## config.mk

```make
export PLATFORM = sky130hd
export DESIGN_NAME = pll_lock_supervisor
export DESIGN_NICKNAME = d
export VERILOG_FILES = /design/src/rtl/clkgen_pkg.sv /design/src/rtl/pll_lock_channel.sv /design/src/rtl/pll_lock_supervisor.sv
export SDC_FILE = /design/constraint.sdc
export NUM_CORES = 1
export LEC_CHECK = 0
export CAP_MARGIN = 20
export CORE_ASPECT_RATIO = 1.75
export CORE_MARGIN = 2
export CORE_UTILIZATION = 55
export DETAILED_ROUTE_END_ITERATION = 16
export MAX_ROUTING_LAYER = met4
export PLACE_DENSITY_LB_ADDON = 0.15
export SLEW_MARGIN = 20
export SYNTH_ARGS = -nofsm -noshare
export SYNTH_HDL_FRONTEND = slang
export SYNTH_SLANG_ARGS = --single-unit
```

## constraint.sdc

```tcl
create_clock -name clk -period 2.7 [get_ports clk]
set_input_delay 0.27 -clock clk [delete_from_list [all_inputs] [get_ports clk]]
set_output_delay 0.27 -clock clk [all_outputs]
set_load 0.02 [all_outputs]
```

## src/rtl/clkgen_pkg.sv

```systemverilog
// rtl/clkgen_pkg.sv - shared state encoding and constants for the PLL lock supervisor
package clkgen_pkg;

  typedef enum logic [2:0] {
    RESET,
    WAIT_LOCK,
    SETTLE,
    RUN,
    FAULT
  } pll_sup_state_t;

  localparam int LOSS_COUNT_WIDTH = 16;

endpackage

```

## src/rtl/pll_lock_channel.sv

```systemverilog
// rtl/pll_lock_channel.sv - one PLL: lock synchroniser, reset/settle/retry FSM, optional loss counter
// Optional loss counter built only when PLL_SUPERVISOR_LOSS_COUNT_EN is defined.
module pll_lock_channel
  import clkgen_pkg::*;
#(
  parameter int RESET_CYCLES  = 16,
  parameter int LOCK_TIMEOUT  = 65536,
  parameter int SETTLE_CYCLES = 1024,
  parameter int MAX_RETRIES   = 3
) (
  input  logic                        clk,
  input  logic                        rst,
  input  logic                        pll_lock,
  input  logic                        retry_clear,
  output logic                        pll_reset,
  output logic                        clk_en,
  output logic                        fault,
  output logic [LOSS_COUNT_WIDTH-1:0] loss_count
);

  localparam int MAX_AB  = (RESET_CYCLES > LOCK_TIMEOUT) ? RESET_CYCLES : LOCK_TIMEOUT;
  localparam int MAX_CYC = (MAX_AB > SETTLE_CYCLES) ? MAX_AB : SETTLE_CYCLES;
  localparam int CNT_W   = $clog2(MAX_CYC) + 1;

  localparam logic [CNT_W-1:0] RESET_LAST   = CNT_W'(RESET_CYCLES - 1);
  localparam logic [CNT_W-1:0] TIMEOUT_LAST = CNT_W'(LOCK_TIMEOUT - 1);
  localparam logic [CNT_W-1:0] SETTLE_LAST  = CNT_W'(SETTLE_CYCLES - 1);
  localparam logic [3:0]       RETRY_LIMIT  = 4'(MAX_RETRIES);

  (* ASYNC_REG = "TRUE" *) logic lock_meta;
  (* ASYNC_REG = "TRUE" *) logic lock_s;

  pll_sup_state_t   state, state_d;
  logic [CNT_W-1:0] cnt, cnt_d;
  logic [3:0]       retries, retries_d;
  logic             pll_reset_d, clk_en_d, fault_d;

  always_ff @(posedge clk) begin
    if (rst) begin
      lock_meta <= 1'b0;
      lock_s    <= 1'b0;
      state     <= RESET;
      cnt       <= '0;
      retries   <= '0;
      pll_reset <= 1'b1;
      clk_en    <= 1'b0;
      fault     <= 1'b0;
    end else begin
      lock_meta <= pll_lock;
      lock_s    <= lock_meta;
      state     <= state_d;
      cnt       <= cnt_d;
      retries   <= retries_d;
      pll_reset <= pll_reset_d;
      clk_en    <= clk_en_d;
      fault     <= fault_d;
    end
  end

  always_comb begin
    state_d     = state;
    cnt_d       = cnt;
    retries_d   = retries;
    pll_reset_d = pll_reset;
    clk_en_d    = clk_en;
    fault_d     = fault;
    case (state)
      RESET: begin
        pll_reset_d = 1'b1;
        clk_en_d    = 1'b0;
        fault_d     = 1'b0;
        if (cnt == RESET_LAST) begin
          state_d     = WAIT_LOCK;
          cnt_d       = '0;
          pll_reset_d = 1'b0;
        end else begin
          cnt_d = cnt + 1'b1;
        end
      end
      WAIT_LOCK: begin
        pll_reset_d = 1'b0;
        if (lock_s) begin
          state_d = SETTLE;
          cnt_d   = '0;
        end else if (cnt == TIMEOUT_LAST) begin
          cnt_d       = '0;
          pll_reset_d = 1'b1;
          if (retries < RETRY_LIMIT) begin
            retries_d = retries + 1'b1;
            state_d   = RESET;
          end else begin
            state_d = FAULT;
            fault_d = 1'b1;
          end
        end else begin
          cnt_d = cnt + 1'b1;
        end
      end
      SETTLE: begin
        // A lock drop here is a glitch: restart the wait without spending a retry.
        if (!lock_s) begin
          state_d = WAIT_LOCK;
          cnt_d   = '0;
        end else if (cnt == SETTLE_LAST) begin
          state_d  = RUN;
          cnt_d    = '0;
          clk_en_d = 1'b1;
        end else begin
          cnt_d = cnt + 1'b1;
        end
      end
      RUN: begin
        clk_en_d = 1'b1;
        if (!lock_s) begin
          clk_en_d    = 1'b0;
          pll_reset_d = 1'b1;
          retries_d   = '0;
          cnt_d       = '0;
          state_d     = RESET;
        end
      end
      FAULT: begin
        pll_reset_d = 1'b1;
        clk_en_d    = 1'b0;
        fault_d     = 1'b1;
        if (retry_clear) begin
          state_d   = RESET;
          retries_d = '0;
          cnt_d     = '0;
          fault_d   = 1'b0;
        end
      end
      default: begin
        state_d     = RESET;
        cnt_d       = '0;
        pll_reset_d = 1'b1;
        clk_en_d    = 1'b0;
        fault_d     = 1'b0;
      end
    endcase
  end

`ifdef PLL_SUPERVISOR_LOSS_COUNT_EN
  logic [LOSS_COUNT_WIDTH-1:0] loss_q;

  always_ff @(posedge clk) begin
    if (rst) begin
      loss_q <= '0;
    end else if (state == RUN && !lock_s && loss_q != '1) begin
      loss_q <= loss_q + 1'b1;
    end
  end

  assign loss_count = loss_q;
`else
  assign loss_count = '0;
`endif

endmodule

```

## src/rtl/pll_lock_supervisor.sv

```systemverilog
// rtl/pll_lock_supervisor.sv - supervises NUM_PLLS independent PLL lock channels and gates their BUFGCEs
// Optional per-channel loss counters enabled by PLL_SUPERVISOR_LOSS_COUNT_EN.
module pll_lock_supervisor
  import clkgen_pkg::*;
#(
  parameter int NUM_PLLS      = 2,
  parameter int RESET_CYCLES  = 16,
  parameter int LOCK_TIMEOUT  = 65536,
  parameter int SETTLE_CYCLES = 1024,
  parameter int MAX_RETRIES   = 3
) (
  input  logic                                 clk,
  input  logic                                 rst,
  input  logic [NUM_PLLS-1:0]                  pll_lock,
  output logic [NUM_PLLS-1:0]                  pll_reset,
  output logic [NUM_PLLS-1:0]                  clk_en,
  output logic                                 all_ready,
  output logic [NUM_PLLS-1:0]                  fault,
  input  logic                                 retry_clear,
  output logic [NUM_PLLS*LOSS_COUNT_WIDTH-1:0] loss_count
);

  for (genvar i = 0; i < NUM_PLLS; i++) begin : g_ch
    pll_lock_channel #(
      .RESET_CYCLES (RESET_CYCLES),
      .LOCK_TIMEOUT (LOCK_TIMEOUT),
      .SETTLE_CYCLES(SETTLE_CYCLES),
      .MAX_RETRIES  (MAX_RETRIES)
    ) u_ch (
      .clk        (clk),
      .rst        (rst),
      .pll_lock   (pll_lock[i]),
      .retry_clear(retry_clear),
      .pll_reset  (pll_reset[i]),
      .clk_en     (clk_en[i]),
      .fault      (fault[i]),
      .loss_count (loss_count[i*LOSS_COUNT_WIDTH +: LOSS_COUNT_WIDTH])
    );
  end

  always_ff @(posedge clk) begin
    if (rst) begin
      all_ready <= 1'b0;
    end else begin
      all_ready <= &clk_en;
    end
  end

endmodule
```

Word-level counts from Yosys, hierarchy flattened
Cells that the tools add are included.

cells by class
  $add $sub $neg = 4
  order comparisons = 2
  equal/unequal tests = 36
  mux-type cells = 70
  bitwise logic cells = 6
  reductions and logical operators = 19

operators with widths
  kind                                                        number
  2-to-1 mux 17 bit                                           13
  one-hot mux 17 bit (5 select lines)                         2
  2-to-1 mux 3 bit                                            15
  2-to-1 mux 4 bit                                            9
  adder 17 x 1 -> 17 bit, second input constant               2
  == test 17 x 10 -> 1 bit, second input constant             2
  == test 17 x 16 -> 1 bit, second input constant             2
  == test 17 x 4 -> 1 bit, second input constant              2
  one-hot mux 3 bit (5 select lines)                          2
  one-hot mux 4 bit (3 select lines)                          2
  2-to-1 mux 1 bit                                            21
  != test 2 x 1 -> 1 bit, second input constant               10
  != test 2 bit, second input constant                        8
  == test 3 x 2 -> 1 bit, second input constant               4
  one-hot mux 1 bit (3 select lines)                          4
  AND reduction 6 bit                                         2
  AND reduction 2 bit                                         5
  AND reduction 5 bit                                         2
  adder 4 x 1 -> 4 bit, second input constant                 2
  less-than comparator 4 x 2 -> 1 bit, second input constant  2
  one-hot mux 1 bit (4 select lines)                          2
  AND reduction 4 bit                                         2
  == test 3 x 1 -> 1 bit, second input constant               2
  == test 3 bit, second input constant                        2
  7 further kinds                                             18

storage, ports and cells
  bits in registers = 59
  output and inout bits = 39

Logic depth before layout (Yosys ltp)
Gate-level depths: netlist of run 1.

  word-level depth = 5
  mapped depth = 12
  mapped depth without buffers = 12

By module
From an unflattened synthesis of run 1, not the netlist that was laid out.

unflattened totals
  cell total of the unflattened synthesis = 368
  area total of the unflattened synthesis = 3221.8 um^2

by module, submodules not included
  module                           instances  cells each  area each (um^2)  sequential area each (um^2)
  pll_lock_channel (g_ch[1].u_ch)  1          191         1667.8            580.6
  pll_lock_channel (g_ch[0].u_ch)  1          175         1525.2            580.6
  pll_lock_supervisor              1          2           28.8              20.0

Worst setup path after synthesis of run 1
Ideal clock, no wire load.

  path kind = reg2reg
  start = register g_ch[0].u_ch.cnt[3]
  end = register g_ch[0].u_ch.fault
  arrival = 2354 ps
  required time = 2572 ps
  setup slack = 218 ps
  cell stages (with the launch flop) = 11
  buffers on the path = 0
  period minus slack after synthesis = 2482 ps
  path through = dfxtp_1 -> nand3_1 -> or3_1 -> or3_1 -> inv_1 -> ha_1 -> or3b_2 -> a21oi_1 -> nor2_1 -> mux2i_1 -> nor2_1

between the ends
  word-level cells in the longest chain between the ends = 3

RTL lines
  what                                     RTL line                RTL
  from (decl)                              pll_lock_channel.sv:34  logic [CNT_W-1:0] cnt, cnt_d;
  from (signal assigned)                   pll_lock_channel.sv:52  cnt <= cnt_d;
  == test 17 x 16 -> 1 bit                 pll_lock_channel.sv:85  end else if (cnt == TIMEOUT_LAST) begin
  != test 2 x 1 -> 1 bit (no source line)  -
  AND reduction 4 bit (no source line)     -
  to (signal assigned)                     pll_lock_channel.sv:56  fault <= fault_d;
  to (decl)                                pll_lock_channel.sv:17  output logic fault,

Every way passes these cells.
A chain may end at the register's enable or synchronous reset.

Final worst setup path of run 1
  start = register g_ch[0].u_ch.cnt[7]
  end = register g_ch[0].u_ch.fault

Same word-level chain as after synthesis.

==> out/summary.txt, run 1 <==
Hold endpoint -> g_ch[1].u_ch.lock_s$_SDFF_PP0_
MaxCap Viol Count -> 0
Max incr delay on CP -> 0.47 ns
Vias post-DR -> 2,521
Post-synthesis cell type count -> 51
Finish-stage setup viols -> 0
Fin nets -> 415
Cell Int Power -> 1.39 mW
Core footprint -> 5590 um^2
Switching share of power -> 31.1%
Yosys top cell area share -> 36.9%
Sink Count -> 59
Ports -> 44
Hold path startpoint -> g_ch[1].u_ch.lock_meta$_SDFF_PP0_
Arrival @ worst endpoint -> 2.82 ns
Main combinational cell family by area after synthesis -> simple AND/OR/NAND/NOR gates
CTS tree -> done
Post-synthesis mux area share -> 1.25%
Clock transition at path regs -> 0.06 ns
F_max -> 0.388 GHz
Vias in the first global route -> 2,384
Syn avg cell area -> 8.18 um^2
CP Max Fanout -> 7
Post-Synthesis Cells -> 391
Critical-path cell list -> nand4_1, or3_4, or3_1, inv_1, ha_1, or3b_2, a21oi_2, nor2_1, mux2i_1, nor2_1
Sequential element share of the synthesized area -> 36.9%
Top cells by area, synth -> dfxtp_1 (37%), buf_4 (9.2%), nor2_1 (7.3%)
Worst slew pin tran -> 0.529 ns
Hold bufs inserted after CTS -> 0
Reg-to-reg slack, setup -> 0.12 ns
Final hold violations -> 0
Skew final -> 0.00606 ns
Remaining antenna violation count -> 0
Critical path required time -> 2.94 ns
Reg power frac -> 48.8%
Starting Density -> 57.3%
Width of the die -> 61.7 um
Total CTS buffers -> 9
Port bufs -> 11
Clock network fraction of total power -> 32.4%
Tcrit/Tclk final -> 95.6%
Total Routing Usage GR -> 21.5%
Switching power -> 0.627 mW
Filler Cell Count -> 531
Layout cell share with drive strength beyond 1 -> 12.8%
Initial antenna violation count -> 0
Worst Hold Depth -> 1
Drt drc -> 0
Slew HR -> 64.7%
Clk Latency, worst-skew pair -> 0.35 ns
Startpoint types -> flip-flop
Flops & latches, synth -> 59
Rows -> 36
Final Wtd Congestion -> 0.837
Routed wire length -> 6.19 mm
Pwr Density -> 584 nW/um^2
Clock root buffer master -> clkbuf_8
Reg2reg end -> g_ch[0].u_ch.fault$_SDFFE_PP0P_
Die Y -> 105 um
Synth top cells by count -> nor2_1 (62), dfxtp_1 (59), buf_4 (39)
Area Overhead vs Synth -> 7.98%
CTS max path bufs -> 2
Logic pwr share -> 18.8%
R2R depth -> 10
Global-route wire length before repair -> 10.3 mm
Crit. End Element -> flip-flop
Cells after DPL -> 466
WL/cell -> 12.8 um
H-tree depth -> 3
Iter 0 DRT Violations -> 133
Post-synth top flop -> dfxtp_1
Cell with the most instances after synthesis -> nor2_1
Non-Filler Instances -> 483
Total iterations of the first detailed-routing run -> 4
Worst vdd ir -> 0.450 mV
Crit path time final -> 2.58 ns
Post-synthesis adder-cell area fraction -> 3.13%
Mapped cell area -> 3200 um^2
Die area -> 6470 um^2
Crit path top cell by count -> nor2_1
Synth async-reset ratio -> 0%
EDFF count, synth -> 0
YS warnings -> 0
Gr ovfl total -> 0
Hold slack -> 0.432 ns
Yosys top cell by area -> dfxtp_1
Status -> complete, no violations
Final Max Tran Viols -> 0
Hold WC Path Type -> reg2reg
Leakage Power -> 1.27 nW
Largest net degree at the start of global routing -> 19
Synth Area in XOR/XNOR -> 7.94%
Vias/cell -> 5.22
# diodes -> 0
Synth Area in Compound Gates -> 11.1%
RR Startpoint -> g_ch[0].u_ch.cnt[7]$_SDFFE_PP0P_
WS Path Type -> reg2reg
Slowest cell on the critical path -> or3b_2
Simple-gate share of the synthesized area -> 27.5%
Post-detail-place hpwl -> 4.55 mm
-- power groups by stage --
stage | Combinational (mW) | Sequential, mW | Clock, mW
floorplan | 0.372 | 0.963 | 0
global placement | 0.369 | 1.00 | 0
detailed placement | 0.378 | 1.00 | 0
CTS | 0.379 | 0.984 | 0.675
global route | 0.429 | 0.993 | 0.708
finish | 0.378 | 0.985 | 0.654
-- critical path: cells and delay by family (launching register included) --
kind | cells | cell delay, ns
flops | 1 | 0.38
simple gates | 6 | 1.54
buf+inv | 1 | 0.07
compound gates | 1 | 0.14
mux | 1 | 0.16
fa+ha+maj | 1 | 0.18
-- per-layer routing --
metal,track usage (%),routed length (um)
met5,-,0
met4,9.57,132
met3,6.93,209
met2,34.7,3290
met1,23.1,2560
-- cell usage in the layout (no fill, tap or decap), drive strengths merged, types with 12 or more instances in the layout --
cell,n
a21oi,15
clkbuf,13
conb,32
dfxtp,59
inv,12
nand2,22
nand3,16
nor2,62
nor3,18
o21ai,17
xnor2,18
-- worst max path at each step --
stage,startpoint,to,slack [ns]
after floorplan,g_ch[0].u_ch.cnt[3]$_SDFFE_PP0P_,g_ch[0].u_ch.fault$_SDFFE_PP0P_,0.22
after global placement,g_ch[0].u_ch.cnt[7]$_SDFFE_PP0P_,g_ch[0].u_ch.fault$_SDFFE_PP0P_,0.12
after detailed placement,g_ch[1].u_ch.cnt[4]$_SDFFE_PP0P_,g_ch[1].u_ch.retries[3]$_SDFFE_PP0P_,0.04
after CTS,g_ch[0].u_ch.cnt[7]$_SDFFE_PP0P_,g_ch[0].u_ch.fault$_SDFFE_PP0P_,0.06
after global routing,g_ch[0].u_ch.cnt[7]$_SDFFE_PP0P_,g_ch[0].u_ch.fault$_SDFFE_PP0P_,-0.08
final,g_ch[0].u_ch.cnt[7]$_SDFFE_PP0P_,g_ch[0].u_ch.fault$_SDFFE_PP0P_,0.12
-- flip-flops by register name, summed over array words and instances, names as in the netlist --
name,cells
all_ready,1
g_ch.u_ch.clk_en,2
g_ch.u_ch.cnt,34
g_ch.u_ch.fault,2
g_ch.u_ch.lock_meta,2
g_ch.u_ch.lock_s,2
g_ch.u_ch.pll_reset,2
g_ch.u_ch.retries,8
g_ch.u_ch.state,6
-- through the flow --
stage               utilization (%)  worst slack (ns)  TNS [ns]  power, mW  area [um^2]
floorplan                         -             0.218         0       1.34         3320
global placement               58.0             0.122         0       1.37         3240
detailed placement             58.0            0.0361         0       1.38         3240
CTS                            60.8            0.0645         0       2.04         3400
global route                   61.9           -0.0846    -0.166       2.13         3450
finish                         61.9             0.120         0       2.02         3450
-- final cells by class --
type	instances	area [um^2]	share of cell area, %
clock buffer	13	139	4.02
sequential	59	1200	34.7
timing repair buffer	20	178	5.14
clock inverter	3	15.0	0.435
inverter	12	45.0	1.30
tap	76	95.1	2.75
multi-input combinational	300	1780	51.6
-- logic make-up (layout without fill, tap and decap cells) --
logic type | Yosys count | in the layout
fa+ha+maj | 8 | 8
flops | 59 | 59
xor+xnor | 29 | 29
buf+inv | 63 | 48
simple gates | 173 | 173
compound gates | 54 | 54
mux | 4 | 4
other cells | 1 | 32
-- timing repair --
action / CTS / global route
setup endpoints to repair: 1 / 7
pin swaps: 0 / 4
gates resized for setup: 1 / 19
buffers inserted: 0 / 1
Power figures use the tool's default switching activity.
==> run 2, diff against run 1 <==
--- a/config.mk
+++ b/config.mk
@@ -12,6 +12,7 @@
 export DETAILED_ROUTE_END_ITERATION = 16
 export MAX_ROUTING_LAYER = met4
 export PLACE_DENSITY_LB_ADDON = 0.15
+export SETUP_SLACK_MARGIN = 0.3
 export SLEW_MARGIN = 20
 export SYNTH_ARGS = -nofsm -noshare
 export SYNTH_HDL_FRONTEND = slang
==> run 2 against run 1 <==
  * Die area unchanged
  * Clock skew increased by 0.0011 ns
  * Count of clock-buffer cells in the layout unchanged
==> out/summary.txt, run 2 (synthesis gave the netlist of run 1 again) <==
Starting Density -> 57.3% (unchanged)
H-tree depth -> 3 (unchanged)
Most frequent cells in the layout -> nor2_1 (60), dfxtp_1 (46), conb_1 (32), buf_4 (23), nand2_1 (22)
Worst Hold Depth -> 1 (unchanged)
Pwr Density -> 594 nW/um^2 (+1.7%)
Worst slew pin tran -> 0.585 ns (+0.0552 ns)
Total power -> 2.22 mW (+10%)
Ports -> 44 (unchanged)
Sink Count -> 59 (unchanged)
Post-Route M1 WL -> 2.74 mm (+7.1%)
Clock transition at path regs -> 0.06 ns (about the same)
Remaining antenna violation count -> 0 (unchanged)
Final hold violations -> 0 (unchanged)
Multi-input combinational cell area -> 1880 um^2 (+5.3%)
WS Path Type -> reg2reg
Core footprint -> 5590 um^2 (unchanged)
Global-route wire length before repair -> 10.9 mm (+5.9%)
Largest net degree at the start of global routing -> 17 (-2)
WL/cell -> 13.5 um (+5.3%)
Width of the die -> 61.7 um (unchanged)
Layout cell share with drive strength beyond 1 -> 19.7% (+6.9 points)
CTS tree -> done
Max incr delay on CP -> 0.40 ns (-0.07 ns)
Critical path required time -> 2.93 ns (about the same)
Final Wtd Congestion -> 0.857 (+2.4%)
F_max -> 0.410 GHz (+5.8%)
Buf+Inv Stages, Crit Path -> 2 (+1)
Routed wire length -> 6.72 mm (+8.6%)
Slowest cell on the critical path -> or3_4
Final Max Tran Viols -> 0 (unchanged)
Hold WC Path Type -> reg2reg
Startpoint types -> flip-flop
Vias post-DR -> 2,621 (+4.0%)
Port bufs -> 11 (unchanged)
Skew final -> 0.00716 ns (+0.00109 ns)
Delay-heaviest family, CP -> simple AND/OR/NAND/NOR gates
Tcrit/Tclk final -> 90.4% (-5.2 points)
Arrival @ worst endpoint -> 2.67 ns (-0.15 ns)
RSZ-0062 raised after global routing -> yes
Met3 wire len -> 169 um (-19%)
Max reg flops -> 34 (unchanged)
Switching share of power -> 29.4% (-1.7 points)
CP Max Fanout -> 2 (-5)
Post-detail-place hpwl -> 4.52 mm (-0.52%)
Reg power frac -> 44.2% (-4.6 points)
Filler Cell Count -> 483 (-9.0%)
Total CTS buffers -> 9 (unchanged)
Initial antenna violation count -> 0 (unchanged)
Gr ovfl total -> 0 (unchanged)
Worst vdd ir -> 0.307 mV (-32%)
Iter 0 DRT Violations -> 135 (+1.5%)
Rows -> 36 (unchanged)
Cell Int Power -> 1.57 mW (+13%)
Die area -> 6470 um^2 (unchanged)
# diodes -> 0 (unchanged)
Clock root buffer master -> clkbuf_8
Total Routing Usage GR -> 22.5% (+0.97 points)
Vias/cell -> 5.26 (+0.84%)
Critical-path cell list -> nand4_1, or3_4, or3_4, inv_2, ha_4, buf_6, or3b_4, a21oi_2, nor2_2, mux2i_1, nor2_1
Clk Latency, worst-skew pair -> 0.34 ns (about the same)
Setup tns final -> 0 ns (unchanged)
Status -> complete, no violations
Logic pwr share -> 19.9% (+1.1 points)
Slew HR -> 60.6% (-4.0 points)
Crit. End Element -> flip-flop
Highest Signal Layer -> met4
Switching power -> 0.652 mW (+4.1%)
R2R depth -> 11 (+1)
Die Y -> 105 um (unchanged)
Leakage Power -> 1.38 nW (+8.7%)
Fin nets -> 431 (+3.9%)
Wire length on met2 -> 3.68 mm (+12%)
Finish-stage setup viols -> 0 (unchanged)
MaxCap Viol Count -> 0 (unchanged)
Area Overhead vs Synth -> 16.7%
Largest regs -> g_ch.u_ch.cnt (34), g_ch.u_ch.retries (8), g_ch.u_ch.state (6)
Most common cell after layout, fill and taps aside -> nor2_1
Top reg by flops -> g_ch.u_ch.cnt
Crit path time final -> 2.44 ns (-0.141 ns)
Clock network fraction of total power -> 35.8% (+3.4 points)
CP Depth -> 11 (+1)
Crit path top cell by count -> or3_4
Total iterations of the first detailed-routing run -> 4 (unchanged)
Vias in the first global route -> 2,519 (+5.7%)
Sequential cell area -> 1210 um^2 (+1.4%)
CTS max path bufs -> 2 (unchanged)
Drt drc -> 0 (unchanged)
-- run 2: through the flow --
stage                     worst slack, ns  utilization [%]  instance area, um^2  std cells  hold WS (ns)
after floorplan                     0.301                -                 3340        422         0.398
after global placement              0.160             58.0                 3240        463         0.417
after detailed placement           0.0628             58.0                 3240        463         0.438
after CTS                           0.291             64.1                 3580        489         0.452
after global routing                0.156             66.8                 3730        498         0.472
final                               0.260             66.8                 3730        498         0.444
-- run 2: repair_timing --
item                       in CTS  in global routing
hold buffers                    0                  0
setup endpoints to repair      28                 30
gates resized for setup        21                 19
buffers inserted               11                  9
pin swaps                       8                 14
-- run 2: power by group through the flow --
| stage | logic, mW | clock network [mW] | registers [mW] |
|---|---|---|---|
| after global placement | 0.371 | 0 | 1.00 |
| after floorplan | 0.372 | 0 | 0.963 |
| after CTS | 0.422 | 0.814 | 0.981 |
| after detailed placement | 0.377 | 0 | 1.00 |
| final | 0.442 | 0.795 | 0.982 |
| after global routing | 0.492 | 0.857 | 0.990 |
-- run 2: worst paths after layout --
check	slack, ns	end	from
hold / removal	0.44	g_ch[1].u_ch.lock_s$_SDFF_PP0_	g_ch[1].u_ch.lock_meta$_SDFF_PP0_
hold reg to reg	0.44	g_ch[1].u_ch.lock_s$_SDFF_PP0_	g_ch[1].u_ch.lock_meta$_SDFF_PP0_
setup / recovery	0.26	g_ch[0].u_ch.fault$_SDFFE_PP0P_	g_ch[0].u_ch.cnt[9]$_SDFFE_PP0P_
setup reg to reg	0.26	g_ch[0].u_ch.fault$_SDFFE_PP0P_	g_ch[0].u_ch.cnt[9]$_SDFFE_PP0P_
-- run 2: cell type report --
cell class | instances | share of cell area, %
timing repair buffer | 36 | 8.18
inverter | 12 | 1.21
clock inverter | 2 | 0.938
sequential | 59 | 32.5
multi-input combinational | 300 | 50.3
clock buffer | 13 | 4.26
tap | 76 | 2.55
-- run 2: layer usage --
layer | track usage [%] | up-vias
met5 | - | -
met4 | 9.27 | 0
met3 | 5.57 | 13
met2 | 37.4 | 37
met1 | 24.5 | 1247
li1 | - | 1324
